--- src/rtl/peristaltic_pump_seq.sv ---
// Peristaltic pump sequencer: walks a single open valve along an N-valve chain
// for a programmed number of strokes, with hold, graceful stop and abort.
module peristaltic_pump_seq #(
  parameter int NUM_VALVES = 3,
  parameter int CNT_W      = 16,
  parameter int DWELL_W    = 16,
  localparam int PH_W      = $clog2(NUM_VALVES)
) (
  input  logic                  clk,
  input  logic                  rst_n,
  input  logic                  start,
  input  logic                  dir,
  input  logic [CNT_W-1:0]      strokes,
  input  logic [DWELL_W-1:0]    dwell,
  input  logic                  hold,
  input  logic                  stop,
  input  logic                  abort,
  output logic [NUM_VALVES-1:0] valve_ctrl,
  output logic [PH_W-1:0]       phase,
  output logic [CNT_W-1:0]      stroke_cnt,
  output logic                  busy,
  output logic                  done
);

  typedef enum logic [1:0] {IDLE = 2'd0, RUN = 2'd1, HOLD = 2'd2} state_t;

  localparam logic [NUM_VALVES-1:0] ALL_CLOSED = {NUM_VALVES{1'b1}};
  localparam logic [PH_W-1:0]       PH_FIRST   = {PH_W{1'b0}};
  localparam logic [PH_W-1:0]       PH_LAST    = PH_W'(NUM_VALVES - 1);

  state_t                  state, state_nx;
  logic                    dir_q, dir_nx;
  logic [CNT_W-1:0]        strokes_q, strokes_nx;
  logic [DWELL_W-1:0]      dwell_q, dwell_nx;
  logic [DWELL_W-1:0]      timer, timer_nx;
  logic                    stop_seen, stop_nx;
  logic [NUM_VALVES-1:0]   valve_nx;
  logic [PH_W-1:0]         phase_nx;
  logic [CNT_W-1:0]        cnt_nx;
  logic                    busy_nx, done_nx;

  logic                    launch, expire, last_phase, finish;
  logic [PH_W-1:0]         phase_step;
  logic [CNT_W-1:0]        cnt_inc;

  function automatic logic [NUM_VALVES-1:0] open_valve(input logic [PH_W-1:0] p);
    logic [NUM_VALVES-1:0] v;
    for (int i = 0; i < NUM_VALVES; i++) begin
      v[i] = (PH_W'(i) != p);
    end
    return v;
  endfunction

  assign launch     = (state == IDLE) && start && !abort;
  assign expire     = (timer == (dwell_q - DWELL_W'(1'b1)));
  assign last_phase = dir_q ? (phase == PH_FIRST) : (phase == PH_LAST);
  assign cnt_inc    = stroke_cnt + CNT_W'(1'b1);
  assign phase_step = dir_q ? ((phase == PH_FIRST) ? PH_LAST  : phase - PH_W'(1'b1))
                            : ((phase == PH_LAST)  ? PH_FIRST : phase + PH_W'(1'b1));
  // A pending stop counts even if it arrives on the stroke-completing cycle.
  assign finish     = expire && last_phase &&
                      (((strokes_q != {CNT_W{1'b0}}) && (cnt_inc == strokes_q)) ||
                       stop_seen || stop);

  // State register.
  always_ff @(posedge clk) begin
    if (!rst_n) begin
      state <= IDLE;
    end else begin
      state <= state_nx;
    end
  end

  // Next-state selection; abort outranks hold, which outranks stepping.
  always_comb begin
    state_nx = state;
    case (state)
      IDLE: begin
        if (launch) state_nx = RUN;
        else        state_nx = IDLE;
      end
      RUN, HOLD: begin
        if (abort)       state_nx = IDLE;
        else if (hold)   state_nx = HOLD;
        else if (finish) state_nx = IDLE;
        else             state_nx = RUN;
      end
      default: state_nx = IDLE;
    endcase
  end

  // Next values for outputs, dwell timer and run configuration.
  always_comb begin
    valve_nx   = ALL_CLOSED;
    phase_nx   = phase;
    cnt_nx     = stroke_cnt;
    busy_nx    = 1'b0;
    done_nx    = 1'b0;
    timer_nx   = timer;
    stop_nx    = stop_seen;
    dir_nx     = dir_q;
    strokes_nx = strokes_q;
    dwell_nx   = dwell_q;
    case (state)
      IDLE: begin
        stop_nx = 1'b0;
        if (launch) begin
          dir_nx     = dir;
          strokes_nx = strokes;
          dwell_nx   = (dwell == {DWELL_W{1'b0}}) ? DWELL_W'(1'b1) : dwell;
          phase_nx   = dir ? PH_LAST : PH_FIRST;
          cnt_nx     = {CNT_W{1'b0}};
          timer_nx   = {DWELL_W{1'b0}};
          valve_nx   = open_valve(phase_nx);
          busy_nx    = 1'b1;
        end else begin
          valve_nx = ALL_CLOSED;
        end
      end
      RUN, HOLD: begin
        if (abort) begin
          stop_nx = 1'b0;
        end else if (hold) begin
          stop_nx = stop_seen || stop;
          busy_nx = 1'b1;
        end else if (expire) begin
          phase_nx = phase_step;
          timer_nx = {DWELL_W{1'b0}};
          if (last_phase) cnt_nx = cnt_inc;
          else            cnt_nx = stroke_cnt;
          if (finish) begin
            stop_nx = 1'b0;
            done_nx = 1'b1;
          end else begin
            stop_nx  = stop_seen || stop;
            valve_nx = open_valve(phase_step);
            busy_nx  = 1'b1;
          end
        end else begin
          // Leaving HOLD also lands here, so the held cycle still counts toward dwell.
          timer_nx = timer + DWELL_W'(1'b1);
          stop_nx  = stop_seen || stop;
          valve_nx = open_valve(phase);
          busy_nx  = 1'b1;
        end
      end
      default: begin
        stop_nx = 1'b0;
      end
    endcase
  end

  // Registered outputs and run context.
  always_ff @(posedge clk) begin
    if (!rst_n) begin
      valve_ctrl <= ALL_CLOSED;
      phase      <= PH_FIRST;
      stroke_cnt <= {CNT_W{1'b0}};
      busy       <= 1'b0;
      done       <= 1'b0;
      timer      <= {DWELL_W{1'b0}};
      stop_seen  <= 1'b0;
      dir_q      <= 1'b0;
      strokes_q  <= {CNT_W{1'b0}};
      dwell_q    <= DWELL_W'(1'b1);
    end else begin
      valve_ctrl <= valve_nx;
      phase      <= phase_nx;
      stroke_cnt <= cnt_nx;
      busy       <= busy_nx;
      done       <= done_nx;
      timer      <= timer_nx;
      stop_seen  <= stop_nx;
      dir_q      <= dir_nx;
      strokes_q  <= strokes_nx;
      dwell_q    <= dwell_nx;
    end
  end

endmodule

--- config.mk ---
export PLATFORM = sky130hd
export DESIGN_NAME = peristaltic_pump_seq
export DESIGN_NICKNAME = d
export VERILOG_FILES = /design/src/rtl/peristaltic_pump_seq.sv
export SDC_FILE = /design/constraint.sdc
export NUM_CORES = 1
export LEC_CHECK = 0
export ABC_CLOCK_PERIOD_IN_PS = 6100
export CAP_MARGIN = 20
export CELL_PAD_IN_SITES_DETAIL_PLACEMENT = 2
export CELL_PAD_IN_SITES_GLOBAL_PLACEMENT = 2
export CORE_MARGIN = 3
export CORE_UTILIZATION = 35
export DETAILED_ROUTE_END_ITERATION = 10
export PLACE_DENSITY_LB_ADDON = 0.25
export SYNTH_ARGS = -nofsm -noshare
export SYNTH_HDL_FRONTEND = slang
export SYNTH_SLANG_ARGS = --single-unit
--- constraint.sdc ---
create_clock -name clk -period 6.1 [get_ports clk]
set_input_delay 0.61 -clock clk [delete_from_list [all_inputs] [get_ports clk]]
set_output_delay 0.61 -clock clk [all_outputs]
set_load 0.05 [all_outputs]
==> results of run 1 <==
## cells in the mapped netlist (11+ instances only)
master | n | area share (%)
clkbuf_1 | 33 | 2.7
xor2_1 | 27 | 5.1
inv_1 | 14 | 1.1
nand3_1 | 20 | 2.2
nand4_1 | 19 | 2.6
dfxtp_1 | 75 | 33
nor2_1 | 43 | 3.5
o21ai_0 | 14 | 1.5
xnor2_1 | 26 | 4.9
nor4_1 | 22 | 3.0
a21oi_1 | 49 | 5.3
nand2_1 | 103 | 8.4
nor3_1 | 13 | 1.4
a31oi_1 | 11 | 1.5
## layout make-up
class	count	share of cell area (%)
clock buffer	13	4.86
clock inverter	2	0.180
inverter	14	0.945
multi-input combinational	469	51.5
sequential	75	27.0
tap	172	3.87
timing repair buffer	66	11.7
## power breakdown
group | internal (W) | total, W | leakage (nW) | switching [W]
clock network | 0.000305 | 0.000518 | 0.141 | 0.000212
registers | 0.000504 | 0.000522 | 0.609 | 0.0000185
logic | 0.0000764 | 0.000183 | 1.16 | 0.000106
## state kept, by name, summed over array words and instances, names as in the netlist, 2 cells and up
name and flops:
timer 16, strokes_q 16, phase 2, state 2, valve_ctrl 3, dwell_q 16
stroke_cnt 16
## worst max path at each step
stage	endpoint	cells after the start
finish	stroke_cnt[8]$_SDFFE_PN0P_	10
global route	stroke_cnt[9]$_SDFFE_PN0P_	10
CTS	stroke_cnt[9]$_SDFFE_PN0P_	10
detailed placement	stroke_cnt[9]$_SDFFE_PN0P_	10
global placement	stroke_cnt[9]$_SDFFE_PN0P_	10
floorplan	valve_ctrl[1]$_SDFF_PN1_	11
## metrics by stage
stage | hold WS [ps] | total power [W]
after floorplan | 450 | 0.000645
after global placement | 463 | 0.000705
after detailed placement | 473 | 0.000715
after CTS | 480 | 0.00123
after global routing | 518 | 0.00128
final | 476 | 0.00122
## layer usage
layer | part of all wire (%) | track usage [%] | routed length (um)
met1 | 45 | 30.6 | 7320
met2 | 48 | 38.6 | 7870
met3 | 5.4 | 4.52 | 881
met4 | 2.1 | 9.42 | 342
met5 | 0 | 0 | 0
## critical path: cells and delay by family (launching register included)
family                   cells  cell delay [ps]
AO/OA/AOI/OAI                3              700
adder cells (fa/ha/maj)      1              220
buffers and inverters        1               80
flip-flops                   1              360
multiplexers                 1              170
AND/OR/NAND/NOR              4             2360
## cell families (layout without fill, tap and decap cells)
kind of cell / count (synthesis) / count (layout)
compound gates: 124 / 124
mux: 7 / 7
simple gates: 275 / 275
fa+ha+maj: 9 / 9
buf+inv: 57 / 95
xor+xnor: 54 / 54
flops: 75 / 75
==> results.ini, run 1 <==
[layout]
multiInputGateArea_mm2=0.00286
final_nets=683
stdcell_count=811
fill_cells=1447
drive_above_1_share_pct=5.01
design_area_mm2=0.00556
area_growth_pct=20.4
final_cell_mix=nand2_1 (103), dfxtp_1 (75), clkdlybuf4s50_1 (61), a21oi_1 (49), nor2_1 (43)
diodes=0
fin_util_pct=43.5
seq_area_mm2=0.00150
final_common_cell=nand2_1

[timing]
slew_headroom_pct=35.3
max_freq_mhz=250
grt_setup_unrepaired=no
fin_ws_ps=2100
finClkSkew_ps=9.38
hold_viol_final=0
setup_viol=0
worstMarginPinSlew_ps=970
fin_crit_sh_pct=65.6
drv_slew=0
fin_setup_tns_ps=0
min_period_ps=4000

[synth]
synthArstFlopShare_pct=0
yosys.area_share.adder_pct=2.44
ys_types=62
synthCells=601
synthesis.nets=649
yosysSeqAreaShare_pct=32.5
ys.warnings.count=0
synth_xor_area_share_pct=10.6
syn_avg_cell_area_um2=7.69
synth_area_mm2=0.00462
synthMuxAreaShare_pct=1.57
synth-edff-count=0
synth_compound_area_share_pct=17.6
ys.flop_type=dfxtp_1
synth_simple_gate_area_share_pct=29.8
synth_top_family_by_area=simple AND/OR/NAND/NOR gates
synth_seq_cells=75

[global_route]
grt_pass1_wl_mm=27.1
grt_max_degree=37
antenna_found_initial=0
grt_use_total_pct=23.6
overflow=0
grt_pass1_vias=5033

[clock_tree]
clk_pin_slew_ps=60
cts_resized=0
cts_hold_buf=0
postCtsSetupBuffers=0
cts_tree=yes
clockBufferDepth=2
cts_max_level=3
root_buffer=clkbuf_16
clk_latency_ps=350
numCtsBuffers=9
cts_sinks=75

[route]
wire_per_inst_um=20.2
vias=4689
drt_wl_total_mm=16.4
ant_nets=0
drcViolationCount=0
drt_iter0_drc=257
viasPerCell=5.78
first_pass_iters=4

[floorplanning]
initial_core_util_pct=36.2
core_area_mm2=0.0128
die_area_mm2=0.0146
ios=62
rows=41
die_h_um=121
die_x_um=121

[pwr]
p_leak_nw=1.91
cellPowerDensity_mw_per_mm2=220
ir_drop_mv=0.116

[setup_path]
crit_arrival_ps=4250
crit_path_start_kind=register
worstPathMaxFanout=14
critPathCaptureType=register
r2r.worst_path.cells=10
rr_endpoint=stroke_cnt[8]$_SDFFE_PN0P_
cp_slowest_cell=and4_1
cp.required_ps=6340
crit_type=register to register
path_cells=inv_1 > ha_1 > or4b_1 > or4_1 > a32oi_1 > mux2i_1 > nor4_4 > and4_1 > a31oi_1 > a311oi_1
slowest_delay_ps=690
cp-startpoint=dwell_q[0]$_SDFFE_PN1P_
r2r-start=dwell_q[0]$_SDFFE_PN1P_
rrSetupSlack_ps=2100

[placed_design]
place_congestion=0.922
hpwl_mm=11.9
post-place-cells=796
post-place-ws_ps=2110
io_buffers=61
placed_cell_area_mm2=0.00528

[hold_path]
hold_end=dwell_q[15]$_SDFFE_PN0P_
worst_hold_path_type=register to register
whs_path_depth=2
hold_start=dwell_q[15]$_SDFFE_PN0P_

[run_status]
status=finished clean

[flow_run]
max_cap_violations=0

Power figures use the tool's default switching activity.
==> run 2, diff against run 1 <==
- ABC_CLOCK_PERIOD_IN_PS: 6100 -> 3700
- CORE_UTILIZATION: 35 -> 32
- clock period: 6.1 -> 3.7 ns (I/O delays scaled with it)
==> run 2 against run 1 <==
Net effect:
- utilization shrank 2.5 points
- clock skew shrank 0.84 ps
- critical endpoint is now valve_ctrl[1]$_SDFF_PN1_
- worst setup slack lost 1800 ps
- non-clock buffer count is 17 higher
- critical path type unchanged
- via count about the same
- largest cell class unchanged
- wire length increased by 0.99%
- highest routed layer unchanged
- largest power group is now clock
- flip-flop and latch count is the same
- critical path depth down 2
- total power grew 72%
- first-iteration DRC count is 12% higher
- global-route usage down 2.5 points
- sequential share of layout area fell by 0.84 points
==> results.ini, run 2 (same netlist as run 1, synthesis figures left out) <==
[timing]
fin_ws_ps=307  ; was 2100 ps
fin_crit_sh_pct=91.7  ; was 65.6%
min_period_ps=3390  ; was 4000 ps
slew_headroom_pct=45.4  ; was 35.3%
finClkSkew_ps=8.54  ; was 9.38 ps
drv_slew=0  ; unchanged
max_freq_mhz=295  ; was 250 MHz
whs_ps=492  ; was 476 ps
worstMarginPinSlew_ps=812  ; was 970 ps
hold_viol_final=0  ; unchanged
fin_setup_tns_ps=0  ; unchanged
grt_setup_unrepaired=no  ; unchanged
setup_viol=0  ; unchanged

[route]
drcViolationCount=0  ; unchanged
first_pass_iters=4  ; unchanged
drt_wl_total_mm=16.6  ; was 16.4 mm
vias=4690  ; was 4,689
ant_nets=0  ; unchanged
wire_per_inst_um=19.8  ; was 20.2 um
drt_iter0_drc=289  ; was 257
viasPerCell=5.60  ; was 5.78

[setup_path]
rrSetupSlack_ps=310  ; was 2100 ps
worstPathMaxFanout=12  ; was 14
r2r.worst_path.cells=8  ; was 10
critPathCaptureType=register  ; unchanged
r2r-start=stroke_cnt[2]$_SDFFE_PN0P_  ; was dwell_q[0]$_SDFFE_PN1P_
cp.required_ps=3940  ; was 6340 ps
cp-endpoint=valve_ctrl[1]$_SDFF_PN1_  ; was stroke_cnt[8]$_SDFFE_PN0P_
cp-startpoint=stroke_cnt[2]$_SDFFE_PN0P_  ; was dwell_q[0]$_SDFFE_PN1P_
crit_arrival_ps=3630  ; was 4250 ps
crit_path_start_kind=register  ; unchanged
rr_endpoint=valve_ctrl[1]$_SDFF_PN1_  ; was stroke_cnt[8]$_SDFFE_PN0P_
crit_type=register to register  ; unchanged

[global_route]
antenna_found_initial=0  ; unchanged
grt_pass1_wl_mm=27.4  ; was 27.1 mm
grt_pass1_vias=5027  ; was 5,033
grt_max_degree=36  ; was 37
overflow=0  ; unchanged
grt_use_total_pct=21.1  ; was 23.6%

[layout]
diodes=0  ; unchanged
drive_above_1_share_pct=8.07  ; was 5.01%
final_cell_mix=nand2_1 (103), dfxtp_1 (75), clkdlybuf4s50_1 (61), a21oi_1 (49), nor2_1 (43)  ; unchanged
design_area_mm2=0.00574  ; was 0.00556 mm^2
area_growth_pct=24.2  ; was 20.4%
final_nets=700  ; was 683
final_common_cell=nand2_1  ; unchanged

[floorplanning]
core_area_mm2=0.0140  ; was 0.0128 mm^2
die_h_um=126  ; was 121 um
die_x_um=126  ; was 121 um
rows=43  ; was 41
die_area_mm2=0.0159  ; was 0.0146 mm^2
ios=62  ; unchanged
initial_core_util_pct=33.0  ; was 36.2%

[pwr]
p_leak_nw=2.01  ; was 1.91 nW
power_w=0.00210  ; was 0.00122 W
cellPowerDensity_mw_per_mm2=367  ; was 220 mW/mm^2
ir_drop_mv=0.202  ; was 0.116 mV

[clock_tree]
clk_pin_slew_ps=60  ; about the same
numCtsBuffers=9  ; unchanged
clockBufferDepth=2  ; unchanged
clk_latency_ps=340  ; was 350 ps
cts_sinks=75  ; unchanged
cts_max_level=3  ; unchanged
cts_tree=yes  ; unchanged
root_buffer=clkbuf_16  ; unchanged

[placed_design]
placed_cell_area_mm2=0.00540  ; was 0.00528 mm^2
hpwl_mm=12.4  ; was 11.9 mm
place_congestion=0.866  ; was 0.922
io_buffers=61  ; unchanged
post-place-ws_ps=152  ; was 2110 ps

[flow_run]
max_cap_violations=0  ; unchanged

[run_status]
status=finished clean  ; unchanged

[hold_path]
worst_hold_path_type=register to register  ; unchanged

==> run 2: worst max-delay path: stages (launching register included) <==
cell and delay (ps):
dfxtp_1 570, nand3_1 380, or3_1 610, a311oi_1 360, nor4_1 90, o2111a_1 180
o2111a_1 290, or4_1 480, a211o_1 300
==> run 2: where the power goes <==
| part | switching, W | internal (W) |
|---|---|---|
| clock network | 0.000355 | 0.000575 |
| registers | 0.0000298 | 0.000830 |
| logic | 0.000179 | 0.000134 |
==> run 2: per-stage QoR <==
step	cells	utilization (%)
finish	837	41.0
global route	837	41.0
CTS	835	40.9
detailed placement	819	38.6
global placement	819	38.6
floorplan	601	-
==> run 2: what timing repair did <==
| action | in CTS | in global routing |
|---|---|---|
| buffers inserted | 0 | 2 |
| setup endpoints to repair | 0 | 12 |
| hold buffers | 0 | 0 |
| gates resized for setup | 0 | 3 |
==> run 2: layer usage <==
| metal | up-vias | routed length [um] | track usage [%] | share of wire, % |
|---|---|---|---|---|
| met4 | 0 | 283 | 6.37 | 1.7 |
| met2 | 71 | 8050 | 36.1 | 49 |
| met1 | 2349 | 7830 | 27.9 | 47 |
| li1 | 2251 | - | - | - |
| met5 | - | 0 | 0 | 0 |
| met3 | 19 | 413 | 2.59 | 2.5 |
==> run 2: area by class of cell <==
type | count | area (um^2)
well taps | 180 | 225
multi-input cells | 469 | 2870
flip-flops and latches | 75 | 1500
clock inverters | 4 | 47.5
inverters | 14 | 52.6
fillers | 1642 | 8250
clock buffers | 12 | 267
repair buffers | 83 | 776
==> run 2: worst min-delay path by stage <==
| stage | from | end | slack (ps) | cells after the start |
|---|---|---|---|---|
| 3_5_place_dp | strokes_q[6]$_SDFFE_PN0P_ | strokes_q[6]$_SDFFE_PN0P_ | 490 | 2 |
| 6_report | strokes_q[6]$_SDFFE_PN0P_ | strokes_q[6]$_SDFFE_PN0P_ | 490 | 2 |
| 3_3_place_gp | dwell_q[15]$_SDFFE_PN0P_ | dwell_q[15]$_SDFFE_PN0P_ | 480 | 2 |
| 4_1_cts | strokes_q[6]$_SDFFE_PN0P_ | strokes_q[6]$_SDFFE_PN0P_ | 500 | 2 |
| 5_1_grt | strokes_q[11]$_SDFFE_PN0P_ | strokes_q[11]$_SDFFE_PN0P_ | 520 | 2 |
| 2_1_floorplan | dwell_q[15]$_SDFFE_PN0P_ | dwell_q[15]$_SDFFE_PN0P_ | 450 | 2 |
==> run 3, diff against run 2 <==
- SETUP_SLACK_MARGIN: not set -> 0.2
==> run 3 against run 2 <==
Net effect:
- cell count up 0.36%
- die area unchanged
- utilization up 0.40 points
- flip-flop and latch count unchanged
- wire length up 1.6%
- final area up 0.98%
- sequential power about the same
- maximum frequency up 2.3%
- highest routed layer unchanged
==> results.ini, run 3 (same netlist as run 1, synthesis figures left out) <==
[run_status]
status=finished clean  ; unchanged

[setup_path]
crit_path_start_kind=register  ; unchanged
critPathCaptureType=register  ; unchanged
slowest_delay_ps=500  ; was 610 ps
path_cells=inv_1 > ha_4 > or4b_4 > buf_4 > nor4_1 > xnor2_1 > nand4_1 > nor4_4 > buf_4 > buf_4 > o2111a_1 > or4_1 > a211o_1  ; was nand3_1 > or3_1 > a311oi_1 > nor4_1 > o2111a_1 > o2111a_1 > or4_1 > a211o_1
worstPathMaxFanout=5  ; was 12
cp_top_family=simple AND/OR/NAND/NOR gates  ; unchanged
cpMostUsedCell=buf_4  ; was o2111a_1
cp_slowest_cell=or4b_4  ; was or3_1
worst-path-stages=13  ; was 8
r2r.worst_path.cells=13  ; was 8
cp.required_ps=3940  ; about the same
crit_type=register to register  ; unchanged
crit_buf_inv=4  ; was 0
crit_arrival_ps=3550  ; was 3630 ps

[pwr]
swShare_pct=27.7  ; was 26.8%
p_seq_share_pct=39.9  ; was 40.9%
combPwrFrac_pct=15.0  ; was 14.9%
p_leak_nw=2.03  ; was 2.01 nW
power.switching_w=0.000598  ; was 0.000564 W
cellPowerDensity_mw_per_mm2=373  ; was 367 mW/mm^2
pwr-share-clk_pct=45.1  ; was 44.2%
p_int_w=0.00156  ; was 0.00154 W
ir_drop_mv=0.217  ; was 0.202 mV

[timing]
whs_ps=488  ; was 492 ps
setup_viol=0  ; unchanged
hold_viol_final=0  ; unchanged
worstMarginPinSlew_ps=762  ; was 812 ps
fin_crit_sh_pct=89.7  ; was 91.7%
max_freq_mhz=301  ; was 295 MHz
finClkSkew_ps=7.73  ; was 8.54 ps
grt_setup_unrepaired=no  ; unchanged
slew_headroom_pct=48.9  ; was 45.4%
fin_setup_tns_ps=0  ; unchanged
drv_slew=0  ; unchanged
min_period_ps=3320  ; was 3390 ps

[placed_design]
placed_cell_area_mm2=0.00542  ; was 0.00540 mm^2
io_buffers=61  ; unchanged
post-place-cells=821  ; was 819
hpwl_mm=12.5  ; was 12.4 mm
place_congestion=0.854  ; was 0.866

[layout]
final_common_cell=nand2_1  ; unchanged
drive_above_1_share_pct=9.70  ; was 8.07%
final_cell_mix=nand2_1 (103), dfxtp_1 (73), clkdlybuf4s50_1 (61), a21oi_1 (49), nor2_1 (42)  ; was nand2_1 (103), dfxtp_1 (75), clkdlybuf4s50_1 (61), a21oi_1 (49), nor2_1 (43)
final_nets=703  ; was 700
design_area_mm2=0.00579  ; was 0.00574 mm^2
area_growth_pct=25.4  ; was 24.2%
diodes=0  ; unchanged
fin_util_pct=41.4  ; was 41.0%
stdcell_count=840  ; was 837

[floorplanning]
rows=43  ; unchanged
die_area_mm2=0.0159  ; unchanged
die_h_um=126  ; unchanged
die_x_um=126  ; unchanged
core_area_mm2=0.0140  ; unchanged
initial_core_util_pct=33.0  ; unchanged
ios=62  ; unchanged

[clock_tree]
clk_pin_slew_ps=70  ; was 60 ps
cts_max_level=3  ; unchanged
clk_latency_ps=350  ; was 340 ps
numCtsBuffers=9  ; unchanged
clockBufferDepth=2  ; unchanged
cts_tree=yes  ; unchanged
cts_sinks=75  ; unchanged
cts_hold_buf=0  ; unchanged
root_buffer=clkbuf_16  ; unchanged

[route]
vias=4721  ; was 4,690
ant_nets=0  ; unchanged
drt_iter0_drc=184  ; was 289
drt_wl_total_mm=16.8  ; was 16.6 mm
viasPerCell=5.62  ; was 5.60
first_pass_iters=4  ; unchanged
wire_per_inst_um=20.1  ; was 19.8 um
drcViolationCount=0  ; unchanged

[global_route]
grt_pass1_vias=5168  ; was 5,027
overflow=0  ; unchanged
antenna_found_initial=0  ; unchanged
grt_use_total_pct=21.5  ; was 21.1%
grt_max_degree=48  ; was 36
grt_pass1_wl_mm=27.6  ; was 27.4 mm

[flow_run]
max_cap_violations=0  ; unchanged

[hold_path]
whs_path_depth=2  ; unchanged
worst_hold_path_type=register to register  ; unchanged

-- run 3: cell type report --
| class | instances | area (um^2) |
|---|---|---|
| Multi-Input combinational cell | 469 | 2900 |
| Clock buffer | 9 | 225 |
| Fill cell | 1639 | 8190 |
| Inverter | 14 | 52.6 |
| Tap cell | 180 | 225 |
| Timing Repair Buffer | 86 | 798 |
| Sequential cell | 75 | 1500 |
| Clock inverter | 7 | 91.3 |
-- run 3: path summary, 6_finish.rpt --
check                                 start  slack [ps]                         to
setup / recovery    dwell_q[1]$_SDFFE_PN0P_         380   valve_ctrl[1]$_SDFF_PN1_
hold / removal    strokes_q[4]$_SDFFE_PN0P_         490  strokes_q[4]$_SDFFE_PN0P_
setup reg to reg    dwell_q[1]$_SDFFE_PN0P_         380   valve_ctrl[1]$_SDFF_PN1_
hold reg to reg   strokes_q[4]$_SDFFE_PN0P_         490  strokes_q[4]$_SDFFE_PN0P_
-- run 3: power groups by stage --
stage,Clock (W),Sequential [W],Combinational (W)
2_1_floorplan,0,0.000878,0.000186
3_3_place_gp,0,0.000876,0.000304
3_5_place_dp,0,0.000878,0.000316
4_1_cts,0.000990,0.000860,0.000325
5_1_grt,0.00102,0.000864,0.000357
6_report,0.000975,0.000861,0.000324
-- run 3: layer usage --
layer | GRT usage, % | part of all wire (%)
met1 | 27.2 | 46
met2 | 37.7 | 49
met3 | 4.07 | 3.3
met4 | 5.49 | 1.6
met5 | 0 | 0
-- run 3: worst min-delay path: stages (launching register included) --
cell,delay [ps]
dfxtp_1,330
nand2_1,60
a21oi_1,50
-- run 3: through the flow --
step,total power (W),setup slack (ps)
after floorplan,0.00106,201
after global placement,0.00118,291
after detailed placement,0.00119,190
after CTS,0.00218,202
after global routing,0.00224,204
final,0.00216,383
-- run 3: repair_timing --
item                       4_1_cts  5_1_grt
resized for setup                1        9
setup endpoints to repair        1       32
setup buffers                    1        2
pin swaps                        1        2
